### src/rtl/rx_char_fifo.sv
// Receive character FIFO: edge-detected write strobe, first-word-fall-through
// read port, registered status and sticky overrun/underflow flags.
module rx_char_fifo #(
    parameter int WIDTH = 8,
    parameter int DEPTH = 8
) (
    input  logic                     clk,
    input  logic                     reset,
    input  logic                     char_received,
    input  logic [WIDTH-1:0]         output_bus,
    input  logic                     rd_en,
    input  logic                     clr_flags,
    output logic [WIDTH-1:0]         data_out,
    output logic                     empty,
    output logic                     full,
    output logic [$clog2(DEPTH):0]   count,
    output logic                     overrun,
    output logic                     underflow
);
    localparam int AW = $clog2(DEPTH);
    localparam int CW = AW + 1;
    localparam logic [CW-1:0] FULL_CNT = CW'(DEPTH);

    logic [WIDTH-1:0] r_mem [DEPTH];
    logic [AW-1:0]    r_wr_ptr;
    logic [AW-1:0]    r_rd_ptr;
    logic [CW-1:0]    r_count;
    logic             r_empty;
    logic             r_full;
    logic [WIDTH-1:0] r_dout;
    logic             r_char_q;
    logic             r_overrun;
    logic             r_underflow;

    logic             w_wr_stb;
    logic             w_do_wr;
    logic             w_do_rd;
    logic [AW-1:0]    w_wr_ptr_nxt;
    logic [AW-1:0]    w_rd_ptr_nxt;
    logic [CW-1:0]    w_count_nxt;
    logic [WIDTH-1:0] w_dout_nxt;
    logic             w_ovr_set;
    logic             w_udf_set;

    assign w_wr_stb = char_received & ~r_char_q;
    // A full FIFO still accepts a write when a pop frees the slot this cycle.
    assign w_do_wr  = w_wr_stb & (~r_full | rd_en);
    assign w_do_rd  = rd_en & ~r_empty;

    assign w_wr_ptr_nxt = r_wr_ptr + AW'(w_do_wr);
    assign w_rd_ptr_nxt = r_rd_ptr + AW'(w_do_rd);
    assign w_count_nxt  = r_count + CW'(w_do_wr) - CW'(w_do_rd);

    assign w_ovr_set = w_wr_stb & r_full & ~rd_en;
    assign w_udf_set = rd_en & r_empty;

    // Next head: bypass the incoming character when it lands at the new head.
    always_comb begin
        w_dout_nxt = r_dout;
        if (w_count_nxt != '0) begin
            if (w_do_wr && (w_rd_ptr_nxt == r_wr_ptr)) begin
                w_dout_nxt = output_bus;
            end else begin
                w_dout_nxt = r_mem[w_rd_ptr_nxt];
            end
        end
    end

    always_ff @(posedge clk) begin
        if (w_do_wr) begin
            r_mem[r_wr_ptr] <= output_bus;
        end
    end

    always_ff @(posedge clk or negedge reset) begin
        if (!reset) begin
            r_wr_ptr    <= '0;
            r_rd_ptr    <= '0;
            r_count     <= '0;
            r_empty     <= 1'b1;
            r_full      <= 1'b0;
            r_dout      <= '0;
            r_char_q    <= 1'b0;
            r_overrun   <= 1'b0;
            r_underflow <= 1'b0;
        end else begin
            r_wr_ptr    <= w_wr_ptr_nxt;
            r_rd_ptr    <= w_rd_ptr_nxt;
            r_count     <= w_count_nxt;
            r_empty     <= (w_count_nxt == '0);
            r_full      <= (w_count_nxt == FULL_CNT);
            r_dout      <= w_dout_nxt;
            r_char_q    <= char_received;
            r_overrun   <= w_ovr_set | (r_overrun & ~clr_flags);
            r_underflow <= w_udf_set | (r_underflow & ~clr_flags);
        end
    end

    assign data_out  = r_dout;
    assign empty     = r_empty;
    assign full      = r_full;
    assign count     = r_count;
    assign overrun   = r_overrun;
    assign underflow = r_underflow;
endmodule
### config.mk
export PLATFORM = sky130hd
export DESIGN_NAME = rx_char_fifo
export DESIGN_NICKNAME = d
export VERILOG_FILES = /design/src/rtl/rx_char_fifo.sv
export SDC_FILE = /design/constraint.sdc
export NUM_CORES = 1
export LEC_CHECK = 0
export ABC_AREA = 1
export CORE_MARGIN = 4
export CORE_UTILIZATION = 55
export DETAILED_ROUTE_END_ITERATION = 6
export PLACE_DENSITY = 0.77
export SLEW_MARGIN = 20
export SYNTH_ARGS = -nofsm -noshare
export SYNTH_HDL_FRONTEND = slang
export SYNTH_SLANG_ARGS = --single-unit
### constraint.sdc
create_clock -name clk -period 3.9 [get_ports clk]
set_input_delay 0.78 -clock clk [delete_from_list [all_inputs] [get_ports clk]]
set_output_delay 0.78 -clock clk [all_outputs]
set_load 0.02 [all_outputs]
==> flow_summary.toml, run 1 <==
[outcome]
status = "finished clean"

[sta]
setup_violations = 0
worstMarginPinSlew_ps = 880
holdWs_ps = 395
drv_slew = 0
grt_setup_unrepaired = "no"
finalHoldViolCount = 0
period_share_pct = 77.3
fin_crit_ps = 3020
fin_setup_tns_ps = 0
slew_headroom_pct = 41.1
fin_skew_ps = 7.43
timing.fmax_ghz = 0.332

[floorplan]
io_pins = 29
die-area_um2 = 8770
row_count = 30
dieHeight_um = 93.7
initial_core_util_pct = 58.1
die_w_um = 93.7
core_um2 = 6940

[worst_setup_path]
cp.required_ps = 4190
crit_family = "adder cells"
arrival_ps = 3300
critical_path.most_common_cell = "nand2_1"
path_max_fanout = 9
r2r_slack_ps = 1390
crit_type = "in -> reg"
slowest_delay_ps = 480
worst_setup_path_end_kind = "flop"
r2r-start = "r_char_q$_DFF_PN0_"
crit_chain = "clkdlybuf4s50_1, nand2_1, nor2_4, inv_1, ha_1, inv_1, ha_1, fa_1, nor3_2, nand2_2, inv_2, nand2_1, nand2_1"
reg2regPathDepth = 13
critical_path_buf_inv_count = 4
crit_slowest_cell = "fa_1"
cp-start-kind = "input port"
rr_endpoint = "data_out[0]$_DFFE_PN0P_"

[clocking]
clockBufferDepth = 2
cts_resized = 0
path_clk_slew_ps = 80
numCtsBuffers = 9
cts_setup_buffers = 0
cts_max_level = 3
root_buffer = "clkbuf_8"
cts_tree = "built"
cts_sinks = 87
cts_hold_buf = 0
clk_latency_ps = 340

[finish]
fillers = 562
mostFrequentLayoutCells = "nand2_1, inv_1, edfxtp_1, nand3_1, clkdlybuf4s50_1"
multi_input_area_um2 = 1150
layout.nets = 481
area_growth_pct = 13.8
final_common_cell = "nand2_1"
seqCellArea_um2 = 2500
drive_gt1_share_pct = 8.84
diodes = 0

[synthesis]
seq_area_frac_synth_pct = 61.9
netlist_instances = 422
synth_seq_cells = 87
synth.distinct_cells = 28
syn_area_per_cell_um2 = 9.56
synthTopCellsByArea = "edfxtp_1, nand2_1, dfrtp_1, inv_1, nand3_1"
synth_top_area_cell = "edfxtp_1"
yosys_most_used_dff = "edfxtp_1"
synth_nets = 444
yosysWarningCount = 0
synth_top_area_share_pct = 47.6
syn-cell-area_um2 = 4040
synthArstFlopShare_pct = 26.4
synth-edff-count = 64

[run]
maxCapViolCount = 0

[grt]
grt_usage_pct = 19.8
antenna_found_initial = 0
grt_overflow = 0
grt_pass1_vias = 2638
grt_start_max_net_pins = 33
grt_pass1_wl_um = 13000

[pwr]
peakVddDrop_uv = 310
p_per_area_nw_per_um2 = 764
p_leak_nw = 2.19

[placement]
port_buffers = 28
gp_congestion = 0.780
dp_hpwl_um = 5470

[route]
dr.pass1.iters = 4
vias = 2725
ant_nets = 0
finalWirelength_um = 7840
viasPerCell = 4.87
drtIter0Drc = 190
wire_per_inst_um = 14.0
drc = 0

[worst_hold_path]
min_path_type = "in -> async"
-- cell type report --
cell class	instances	share of cell area, %
repair buffers	36	7.30
well taps	96	2.62
flip-flops and latches	87	54.4
clock buffers	10	2.78
clock inverters	6	0.818
multi-input cells	240	25.0
inverters	85	7.06
-- power breakdown --
group / internal [mW] / total, mW / switching (mW)
logic: 0.605 / 1.73 / 1.12
registers: 1.16 / 1.25 / 0.0834
clock network: 0.228 / 0.533 / 0.305
-- cell usage after synthesis (2+ instances only) --
cell type    n
ha_1         8
inv_4        2
edfxtp_1    64
inv_1       80
inv_2        3
nand2_2      3
nand3_1     42
buf_6        2
buf_2        7
nor2_1      11
nand2_1    160
dfrtp_1     22
xor2_1       2
nand2_4      2
-- kinds of logic after synthesis --
kind of cell | count (synthesis) | share of synthesized area, %
simple gates | 223 | 23.5
buf+inv | 95 | 9.64
flops | 87 | 61.9
fa+ha+maj | 9 | 2.98
xor+xnor | 5 | 1.46
compound gates | 3 | 0.465
-- how the worst max path moves through the flow --
| stage | start | endpoint | slack (ps) | depth (start not counted) |
|---|---|---|---|---|
| 6_report | char_received | data_out[0]$_DFFE_PN0P_ | 880 | 13 |
| 5_1_grt | char_received | data_out[2]$_DFFE_PN0P_ | 700 | 13 |
| 4_1_cts | char_received | data_out[0]$_DFFE_PN0P_ | 890 | 13 |
| 3_5_place_dp | char_received | data_out[0]$_DFFE_PN0P_ | 520 | 13 |
| 3_3_place_gp | char_received | data_out[4]$_DFFE_PN0P_ | 640 | 14 |
| 2_1_floorplan | char_received | data_out[0]$_DFFE_PN0P_ | 1250 | 12 |
-- metrics by stage --
stage / setup WS [ps] / util (%) / instances / power (mW) / area (um^2)
floorplan: 1250 / - / 422 / 2.52 / 4040
global placement: 639 / 63.8 / 544 / 2.96 / 4430
detailed placement: 519 / 63.8 / 544 / 3.00 / 4430
CTS: 888 / 66.2 / 560 / 3.52 / 4600
global route: 700 / 66.1 / 560 / 3.80 / 4590
finish: 885 / 66.1 / 560 / 3.51 / 4590
-- registers in the layout, summed over array words and instances (netlist names) --
name and cells:
r_mem 64, underflow 1, r_rd_ptr 3, r_char_q 1, count 4, r_wr_ptr 3, overrun 1, data_out 8
full 1, empty 1
-- metal layers --
metal | part of all wire, % | global-route usage [%] | wire [um] | vias to the layer above
met1 | 42 | 25.8 | 3300 | 1256
li1 | - | - | - | 1376
met2 | 50 | 32.9 | 3900 | 82
met4 | 1.4 | 6.62 | 109 | 0
met5 | 0 | 0 | 0 | -
met3 | 6.9 | 4.33 | 538 | 11
Note: power is estimated with default switching activity, not from simulation.
==> run 2: changes to the inputs <==
==> constraint.sdc (replaced) <==
create_clock -name clk -period 2.9 [get_ports clk]
set_input_delay 0.58 -clock clk [delete_from_list [all_inputs] [get_ports clk]]
set_output_delay 0.58 -clock clk [all_outputs]
set_load 0.02 [all_outputs]
==> flow_summary.toml, run 2 (synthesized netlist as in run 1, its figures left out) <==
[worst_setup_path]
worst_setup_path_end_kind = "flop"
cp-start-kind = "input port"
cp.required_ps = 3190
arrival_ps = 2990
crit_chain = "clkdlybuf4s50_1, nor2_1, nor2_4, inv_1, ha_1, inv_1, ha_1, fa_1, xor2_1, nor3_2, nand2_2, inv_4, nand2_1, nand2_1"
crit_slowest_cell = "clkdlybuf4s50_1"
slowest_delay_ps = 530
path_max_fanout = 9
crit_type = "in -> reg"

[placement]
dp_hpwl_um = 5650
port_buffers = 28
gp_congestion = 0.813
placed_cell_area_um2 = 4520

[clocking]
cts_hold_buf = 0
cts_max_level = 3
cts_sinks = 87
clockBufferDepth = 2
path_clk_slew_ps = 80
numCtsBuffers = 9
root_buffer = "clkbuf_8"
clk_latency_ps = 340
cts_tree = "built"

[pwr]
peakVddDrop_uv = 529
p_leak_nw = 2.27
report.power.total_mw = 4.87
p_per_area_nw_per_um2 = 1040

[sta]
timing.fmax_ghz = 0.370
fin_setup_tns_ps = 0
grt_setup_unrepaired = "no"
fin_crit_ps = 2700
drv_slew = 0
finalHoldViolCount = 0
setup_violations = 0
fin_skew_ps = 8.01
slew_headroom_pct = 77.4
period_share_pct = 93.2
worstMarginPinSlew_ps = 339

[finish]
final_area_um2 = 4700
layout.nets = 493
multi_input_area_um2 = 1150
largest-register = "r_mem"
largest_reg_flops = 64
seqCellArea_um2 = 2500
final_common_cell = "nand2_1"
drive_gt1_share_pct = 10.9
area_growth_pct = 16.5
diodes = 0
final_util_pct = 67.7
mostFrequentLayoutCells = "nand2_1, inv_1, edfxtp_1, nand3_1, clkdlybuf4s50_1"
fillers = 515

[route]
ant_nets = 0
finalWirelength_um = 8030
drc = 0
viasPerCell = 4.87
dr.pass1.iters = 4
vias = 2778
drtIter0Drc = 202
wire_per_inst_um = 14.1

[grt]
grt_start_max_net_pins = 33
grt_pass1_vias = 2618
grt_pass1_wl_um = 12900
grt_overflow = 0
grt_usage_pct = 19.7
antenna_found_initial = 0

[floorplan]
io_pins = 29
dieHeight_um = 93.7
core_um2 = 6940
initial_core_util_pct = 58.1
die_w_um = 93.7
row_count = 30
die-area_um2 = 8770

[outcome]
status = "finished clean"

[worst_hold_path]
min_path_type = "reg -> reg"

[run]
maxCapViolCount = 0
## run 2: cell types whose count changed in the layout (fill, tap and decap cells not counted), sizes merged
cell,previous run,this run
buf,9,20
clkinvlp,2,0
bufinv,0,1
clkdlybuf4s50,27,28
## run 2: layer usage
metal / GRT usage [%] / part of all wire [%] / wire [um] / vias to the layer above
li1: - / - / - / 1396
met1: 25.8 / 42 / 3410 / 1313
met2: 32.7 / 51 / 4120 / 63
met3: 4.65 / 5.4 / 430 / 6
met4: 6.14 / 0.86 / 69 / 0
met5: 0 / 0 / 0 / -
## run 2: cell type report
| class | instances | share of cell area (%) |
|---|---|---|
| inverters | 85 | 6.95 |
| flip-flops and latches | 87 | 53.2 |
| clock inverters | 5 | 1.06 |
| multi-input cells | 240 | 24.4 |
| clock buffers | 10 | 2.71 |
| well taps | 96 | 2.56 |
| repair buffers | 48 | 9.16 |
## run 2: worst paths after layout
kind / startpoint / end / slack [ps] / depth (start not counted)
min in group asynchronous: reset / r_char_q$_DFF_PN0_ / 580 / 2
min: data_out[3]$_DFFE_PN0P_ / data_out[3]$_DFFE_PN0P_ / 490 / 2
min reg2reg: data_out[3]$_DFFE_PN0P_ / data_out[3]$_DFFE_PN0P_ / 490 / 2
max: rd_en / data_out[0]$_DFFE_PN0P_ / 200 / 14
max in group asynchronous: reset / empty$_DFF_PN1_ / 2040 / 2
max reg2reg: r_char_q$_DFF_PN0_ / data_out[0]$_DFFE_PN0P_ / 510 / 14
## run 2: repair_timing
item,4_1_cts,5_1_grt
setup endpoints to repair,0,4
buffers inserted,0,0
gates resized for setup,0,1
## run 2: critical path, delay by kind of cell
kind                       cells  cell delay [ps]
and+or+nand+nor                6              630
buffers and inverters          4              760
adders and majority gates      3              840
xor gates and xnor gates       1              170
## run 2: where the power goes
group	internal (mW)	total, mW	switching, mW
Sequential	1.57	1.69	0.121
Clock	0.388	0.781	0.394
Combinational	0.873	2.40	1.53
Total	2.83	4.87	2.04
## run 2: metrics by stage
step	std cells	worst slack, ps	hold slack (ps)
3_3_place_gp	556	-99.2	472
2_1_floorplan	422	449	284
4_1_cts	571	163	492
5_1_grt	571	24.5	531
3_5_place_dp	556	-194	471
6_report	571	197	488
==> run 3: changes to the inputs <==
--- a/config.mk
+++ b/config.mk
@@ -8,6 +8,7 @@
 export ABC_AREA = 1
 export CORE_MARGIN = 4
 export CORE_UTILIZATION = 55
+export CTS_BUF_LIST = sky130_fd_sc_hd__clkbuf_16
 export DETAILED_ROUTE_END_ITERATION = 6
 export PLACE_DENSITY = 0.77
 export SLEW_MARGIN = 20
==> flow_summary.toml, run 3 (synthesized netlist as in run 1, its figures left out) <==
[sta]
setup_violations = 0
timing.fmax_ghz = 0.397
fin_skew_ps = 6.59
grt_setup_unrepaired = "no"
fin_crit_ps = 2520
setup_ws_ps = 380
worstMarginPinSlew_ps = 346
period_share_pct = 86.9
fin_setup_tns_ps = 0
slew_headroom_pct = 76.9
holdWs_ps = 419
finalHoldViolCount = 0
drv_slew = 0

[placement]
dp_slack_ps = -194
gp_congestion = 0.813
dp_hpwl_um = 5650
port_buffers = 28

[grt]
grt_start_max_net_pins = 33
grt_pass1_vias = 2714
antenna_found_initial = 0
grt_pass1_wl_um = 13300
grt_usage_pct = 20.3
grt_overflow = 0

[clocking]
cts_max_level = 3
root_buffer = "clkbuf_16"
cts_hold_buf = 0
cts_tree = "built"
clk_latency_ps = 330
cts_sinks = 87
path_clk_slew_ps = 60
clockBufferDepth = 2
numCtsBuffers = 9

[finish]
diodes = 0
drive_gt1_share_pct = 11.7
mostFrequentLayoutCells = "nand2_1, inv_1, edfxtp_1, nand3_1, clkdlybuf4s50_1"
area_growth_pct = 19.6
layout.nets = 495
seqCellArea_um2 = 2500
multi_input_area_um2 = 1160
largest-register = "r_mem"
final_util_pct = 69.5
largest_reg_flops = 64
final_common_cell = "nand2_1"
fillers = 480

[route]
drc = 0
dr.pass1.iters = 4
viasPerCell = 5.01
vias = 2873
wire_per_inst_um = 14.7
finalWirelength_um = 8430
drtIter0Drc = 227
ant_nets = 0

[pwr]
p_per_area_nw_per_um2 = 1090
intPower_mw = 3.10
report.power.total_mw = 5.25
p_leak_nw = 2.33
switchingPower_mw = 2.15
clkPwrFrac_pct = 20.7
p_comb_share_pct = 47.1
peakVddDrop_uv = 536
netSwitchingFraction_pct = 40.9
pwr-share-seq_pct = 32.2

[floorplan]
core_um2 = 6940
io_pins = 29
dieHeight_um = 93.7
row_count = 30
die-area_um2 = 8770
die_w_um = 93.7
initial_core_util_pct = 58.1

[worst_setup_path]
cp.required_ps = 3170
reg2regPathDepth = 14
r2r-start = "full$_DFF_PN0_"
rr_endpoint = "data_out[6]$_DFFE_PN0P_"
cp-start-kind = "flop"
path_max_fanout = 6
r2r_slack_ps = 380
arrival_ps = 2790
crit_type = "reg -> reg"
worst_setup_path_end_kind = "flop"

[worst_hold_path]
min_from = "char_received"
min_to = "r_char_q$_DFF_PN0_"
min_path_type = "in -> reg"
hold_path_depth = 1

[outcome]
status = "finished clean"

[run]
maxCapViolCount = 0
-- run 3: changes by cell type in the layout (fill, tap and decap cells not counted) --
cell | before | now
ha_1 | 8 | 7
clkbuf_1 | 1 | 0
fa_2 | 0 | 1
clkdlybuf4s50_1 | 28 | 26
ha_2 | 0 | 1
clkinvlp_4 | 0 | 1
fa_1 | 1 | 0
nand2_2 | 3 | 4
clkbuf_16 | 0 | 9
clkbuf_8 | 9 | 0
inv_1 | 80 | 81
dlymetal6s2s_1 | 0 | 2
-- run 3: power groups by stage --
stage | clock network, mW | registers (mW) | logic (mW)
detailed placement | 0 | 1.71 | 2.40
floorplan | 0 | 1.80 | 1.59
finish | 1.09 | 1.69 | 2.47
global route | 1.15 | 1.71 | 2.74
global placement | 0 | 1.71 | 2.33
CTS | 1.09 | 1.69 | 2.43
-- run 3: cell type report --
type                            instances  share of cell area [%]
Timing Repair inverter                  1                   0.156
Timing Repair Buffer                   48                    9.02
Clock buffer                            9                    4.67
Sequential cell                        87                    51.8
Inverter                               85                    6.77
Clock inverter                          6                    1.11
Multi-Input combinational cell        241                    24.0
Tap cell                               96                    2.49
-- run 3: how the worst max path moves through the flow --
stage / end / cells after the start / startpoint
final: data_out[6]$_DFFE_PN0P_ / 14 / full$_DFF_PN0_
after global routing: data_out[6]$_DFFE_PN0P_ / 14 / full$_DFF_PN0_
after CTS: data_out[2]$_DFFE_PN0P_ / 14 / rd_en
after detailed placement: data_out[2]$_DFFE_PN0P_ / 14 / char_received
after global placement: data_out[1]$_DFFE_PN0P_ / 14 / char_received
after floorplan: data_out[0]$_DFFE_PN0P_ / 12 / char_received
-- run 3: critical path: stages (launching register included) --
cell and delay [ps]:
dfrtp_1 380, inv_1 80, nor2_1 80, nor2_4 130, inv_1 70, ha_1 270
inv_1 40, ha_2 180, fa_2 340, xor2_1 170, nor3_2 280, nand2_2 190
clkinvlp_4 140, nand2_1 50, nand2_1 60
-- run 3: timing repair --
| item | 4_1_cts | 5_1_grt |
|---|---|---|
| endpoints found under the setup margin | 0 | 8 |
| setup buffers | 0 | 0 |
| hold endpoints to repair | 0 | 0 |
| resized for setup | 0 | 6 |
-- run 3: per-stage QoR --
| step | cells | area (um^2) |
|---|---|---|
| 2_1_floorplan | 422 | 4040 |
| 3_3_place_gp | 556 | 4520 |
| 3_5_place_dp | 556 | 4520 |
| 4_1_cts | 571 | 4800 |
| 5_1_grt | 573 | 4830 |
| 6_report | 573 | 4830 |
-- run 3: routing by layer --
| layer | up-vias | wire length (um) | track usage [%] |
|---|---|---|---|
| li1 | 1404 | - | - |
| met1 | 1360 | 3440 | 26.2 |
| met2 | 89 | 4200 | 33.5 |
| met3 | 20 | 578 | 4.17 |
| met4 | 0 | 211 | 8.78 |
| met5 | - | 0 | 0 |
